$ cat config.mk
export PLATFORM = sky130hd
export DESIGN_NAME = uart_alu_interface
export DESIGN_NICKNAME = d
export VERILOG_FILES = /design/src/rtl/uart_alu_interface.sv
export SDC_FILE = /design/constraint.sdc
export NUM_CORES = 1
export LEC_CHECK = 0
export ABC_AREA = 1
export ABC_CLOCK_PERIOD_IN_PS = 1700
export BUFFER_PORTS_ARGS = -buffer_cell sky130_fd_sc_hd__buf_2
export CORE_MARGIN = 10
export CORE_UTILIZATION = 35
export CTS_CLUSTER_DIAMETER = 40
export CTS_CLUSTER_SIZE = 10
export DETAILED_ROUTE_END_ITERATION = 8
export HOLD_SLACK_MARGIN = 0.08
export MAX_ROUTING_LAYER = met4
export PLACE_DENSITY = 0.63
export SLEW_MARGIN = 30
export SYNTH_ARGS = -nofsm -noshare
export SYNTH_HDL_FRONTEND = slang
export SYNTH_SLANG_ARGS = --single-unit
$ cat constraint.sdc
create_clock -name clk -period 1.7 [get_ports clk]
set_input_delay 0.085 -clock clk [delete_from_list [all_inputs] [get_ports clk]]
set_output_delay 0.085 -clock clk [all_outputs]
set_load 0.03 [all_outputs]
$ cat src/rtl/uart_alu_interface.sv
// uart_alu_interface: collects A, B and opcode bytes from a UART, runs the ALU for one cycle and transmits the result.
module uart_alu_interface #(
    parameter int NB_DATA = 8,
    parameter int NB_OP   = 6,
    parameter int TIMEOUT = 1024
) (
    input  logic               clk,
    input  logic               i_rst,
    input  logic [NB_DATA-1:0] i_rx_data,
    input  logic               i_rx_done,
    input  logic [NB_DATA-1:0] i_alu_result,
    input  logic               i_tx_done,
    output logic [NB_DATA-1:0] o_data_a,
    output logic [NB_DATA-1:0] o_data_b,
    output logic [NB_OP-1:0]   o_op,
    output logic               o_valid,
    output logic [NB_DATA-1:0] o_tx_data,
    output logic               o_tx_start,
    output logic               o_busy
);
    localparam int CW = TIMEOUT > 1 ? $clog2(TIMEOUT) : 1;
    typedef enum logic [2:0] {WAIT_A, WAIT_B, WAIT_OP, EXEC, SEND, WAIT_TX} state_t;
    state_t             state_q;
    logic [CW-1:0]      cnt_q;
    logic [NB_DATA-1:0] data_a_q, data_b_q, tx_data_q;
    logic [NB_OP-1:0]   op_q;
    logic               valid_q, tx_start_q, timeout;
    assign timeout    = (TIMEOUT > 0) && (cnt_q == CW'(TIMEOUT - 1));
    assign o_data_a   = data_a_q;
    assign o_data_b   = data_b_q;
    assign o_op       = op_q;
    assign o_valid    = valid_q;
    assign o_tx_data  = tx_data_q;
    assign o_tx_start = tx_start_q;
    assign o_busy     = state_q inside {EXEC, SEND, WAIT_TX};
    always_ff @(posedge clk) begin
        if (!i_rst) begin
            state_q    <= WAIT_A;
            cnt_q      <= '0;
            data_a_q   <= '0;
            data_b_q   <= '0;
            op_q       <= '0;
            tx_data_q  <= '0;
            valid_q    <= 1'b0;
            tx_start_q <= 1'b0;
        end else begin
            case (state_q)
                WAIT_A: if (i_rx_done) begin
                    data_a_q <= i_rx_data;
                    cnt_q    <= '0;
                    state_q  <= WAIT_B;
                end
                WAIT_B: if (i_rx_done) begin
                    data_b_q <= i_rx_data;
                    cnt_q    <= '0;
                    state_q  <= WAIT_OP;
                end else if (timeout) state_q <= WAIT_A;
                else cnt_q <= cnt_q + 1'b1;
                WAIT_OP: if (i_rx_done) begin
                    op_q    <= i_rx_data[NB_OP-1:0];
                    valid_q <= 1'b1;
                    state_q <= EXEC;
                end else if (timeout) state_q <= WAIT_A;
                else cnt_q <= cnt_q + 1'b1;
                EXEC: begin
                    tx_data_q  <= i_alu_result;
                    valid_q    <= 1'b0;
                    tx_start_q <= 1'b1;
                    state_q    <= SEND;
                end
                SEND: begin
                    tx_start_q <= 1'b0;
                    state_q    <= WAIT_TX;
                end
                WAIT_TX: if (i_tx_done) state_q <= WAIT_A;
                default: state_q <= WAIT_A;
            endcase
        end
    end
endmodule

==> impl_metrics.json <==
{
  "clock_path_buffers": 2,
  "power_density_nw_per_um2": 942,
  "syn_nets": 282,
  "wirelength_mm": 4.97,
  "rows": 26,
  "grt_overflow": 0,
  "outcome": "finished, final reports clean",
  "grt_pass1_vias": 1727,
  "design.portCount": 53,
  "min_from": "i_tx_done",
  "p_int_mw": 1.70,
  "peakVddDrop_uv": 591,
  "grt_pass1_wl_mm": 8.29,
  "ant_nets": 0,
  "worst_pin_slew_ns": 0.360,
  "hpwl_mm": 3.63,
  "cap_violations": 0,
  "period_needed_ns": 1.53,
  "pwr-share-comb_pct": 19.3,
  "final_common_cell": "nor2_1",
  "start_util_pct": 36.7,
  "cts_tree": "yes",
  "slowest_delay_ns": 0.35,
  "track_usage_pct": 11.9,
  "final_cell_mix": "nor2_1, buf_2, dfxtp_1",
  "via_per_inst": 4.40,
  "p_sw_share_pct": 28.7,
  "wl_per_cell_um": 12.3,
  "setup_viol": 0,
  "core_um2": 5200,
  "insertion_delay_ns": 0.29,
  "crit_required_ns": 1.62,
  "hold_path_class": "input port to register",
  "pwr-share-clk_pct": 32.3,
  "skew_ns": 0.00577,
  "synth_cell_types": 28,
  "path_delay_family": "simple AND/OR/NAND/NOR gates",
  "synth_area_um2": 1910,
  "yosysSeqAreaShare_pct": 47.2,
  "drive_gt1_share_pct": 24.3,
  "yosys_warnings": 0,
  "finalHoldViolations": 0,
  "area_delta_synth_final_pct": 32.4,
  "syn_inst": 261,
  "reg2reg_from": "cnt_q[0]",
  "rr_endpoint": "cnt_q[2]",
  "clockRootBuffer": "clkbuf_8",
  "fp.dieArea_um2": 8810,
  "postCtsSetupBuffers": 0,
  "final_core_util_pct": 48.6,
  "relSlewSlack_pct": 75.9,
  "drc": 0,
  "switchingPower_mw": 0.683,
  "placed_area_um2": 2260,
  "vias": 1777,
  "grt_max_degree": 22,
  "rrSetupSlack_ns": 0.18,
  "seqPwrFrac_pct": 48.4,
  "numPortBuffers": 52,
  "post-place-ws_ns": 0.138,
  "leakage_nw": 1.18,
  "clock-sinks": 45,
  "finalPower_mw": 2.38,
  "drt_iter0_markers": 91,
  "h-tree-depth": 2,
  "slowest_stage": "dfxtp_1",
  "tns_ns": 0,
  "worstSetupPathType": "register to output pin",
  "yosys_register_bits": 45,
  "layout.cells.non_filler": 404,
  "period_share_pct": 89.9,
  "fmax_mhz": 655,
  "numCtsBuffers": 5,
  "gp_congestion": 0.810,
  "avgSynthCellArea_um2": 7.32,
  "clk_pin_slew_worst_paths_ns": 0.08,
  "cp-start-kind": "register",
  "path_cells": "nor2_1 -> nand2_1 -> nand3_1 -> buf_2",
  "fp.dieW_um": 93.9,
  "place_inst": 381,
  "crit_fanout": 6,
  "hold_end": "state_q[0]",
  "critPathBufInv": 1,
  "rsz0062_at_grt": "no",
  "drt_pass1_iterations": 4,
  "fillers": 538,
  "nNetsFinal": 355,
  "arrival_ns": 1.44,
  "antenna_found_initial": 0,
  "post-route-cell-area_um2": 2530,
  "end_kind": "output pin",
  "die_h_um": 93.9,
  "whs_path_depth": 4,
  "n_antenna_cell": 0,
  "final-max-slew-violation-count": 0,
  "reg2reg_depth": 9,
  "holdWs_ns": 0.108,
  "setup_ws_ns": 0.172
}
-- worst max path at each step --
stage	start	slack, ns	to	depth (start not counted)
final	state_q[0]	0.17	o_busy	4
after floorplan	cnt_q[0]	0.26	cnt_q[2]	9
after CTS	state_q[0]	0.12	o_data_a[6]	4
after global routing	cnt_q[0]	0.02	cnt_q[2]	9
after detailed placement	state_q[0]	0.14	o_data_a[6]	4
after global placement	state_q[0]	0.15	o_data_a[6]	4
-- sequential cells by signal (all words and copies together), names as in the netlist --
name / cells
state_q: 3
o_tx_start: 1
o_op: 6
o_tx_data: 8
o_valid: 1
o_data_b: 8
cnt_q: 10
o_data_a: 8
-- area by class of cell --
cell class | count | area (um2) | area share (%)
Sequential cell | 45 | 901 | 35.6
Multi-Input combinational cell | 179 | 870 | 34.4
Timing Repair Buffer | 71 | 443 | 17.5
Inverter | 32 | 123 | 4.85
Tap cell | 70 | 87.6 | 3.47
Clock buffer | 5 | 68.8 | 2.72
Clock inverter | 2 | 35.0 | 1.39
-- cell usage after synthesis --
master	n	share of area, %
nand3_2	2	1.0
ha_1	1	0.66
inv_4	1	0.33
a211oi_1	1	0.39
xnor2_1	1	0.46
nand2_2	3	0.98
a21oi_1	17	4.5
nor2_8	1	1.0
nor2_1	61	12
xor2_1	1	0.46
a21oi_2	1	0.46
buf_1	1	0.20
nand2_1	34	6.7
buf_2	2	0.52
clkbuf_1	2	0.39
nand3_4	1	0.92
nand3_1	8	2.1
o21ai_0	35	9.2
a31oi_1	3	0.98
nor2_2	2	0.66
nor3_1	1	0.26
nor2_4	2	1.2
o21ai_2	1	0.46
inv_1	28	5.5
nand4_1	2	0.66
inv_2	3	0.59
o21ai_1	1	0.26
dfxtp_1	45	47
-- per-layer routing --
layer	global-route usage, %	share of wire (%)	up-vias	wire length (um)
li1	-	-	977	-
met1	14.8	48	754	2360
met2	18.0	46	43	2300
met3	3.28	5.4	3	268
met4	4.18	0.60	0	30
met5	-	0	-	0
-- power groups by stage --
stage	combinational [mW]	clock [mW]	sequential, mW
finish	0.460	0.768	1.15
global route	0.513	0.833	1.16
CTS	0.463	0.796	1.15
detailed placement	0.434	0	1.18
global placement	0.430	0	1.17
floorplan	0.201	0	1.28
-- worst reg2reg max path, stage by stage (launching register included) --
cell     delay, ns
dfxtp_1       0.37
ha_1          0.19
nand2_1       0.09
nor2_2        0.13
nand3_2       0.18
inv_2         0.14
nor2_8        0.06
nand2_2       0.06
xor2_1        0.16
nor2_1        0.05
-- what timing repair did --
item,in CTS,in global routing
gates resized for setup,0,2
hold buffers,16,0
setup endpoints to repair,0,9
hold endpoints to repair,17,0
-- cells by family (layout without fill, tap and decap cells) --
kind of cell / count (synthesis) / after routing / share of synthesized area, %
buf+inv: 37 / 110 / 7.54
fa+ha+maj: 1 / 1 / 0.655
flops: 45 / 45 / 47.2
simple gates: 117 / 117 / 27.5
compound gates: 59 / 59 / 16.2
xor+xnor: 2 / 2 / 0.918
(Power assumes the default switching activity.)
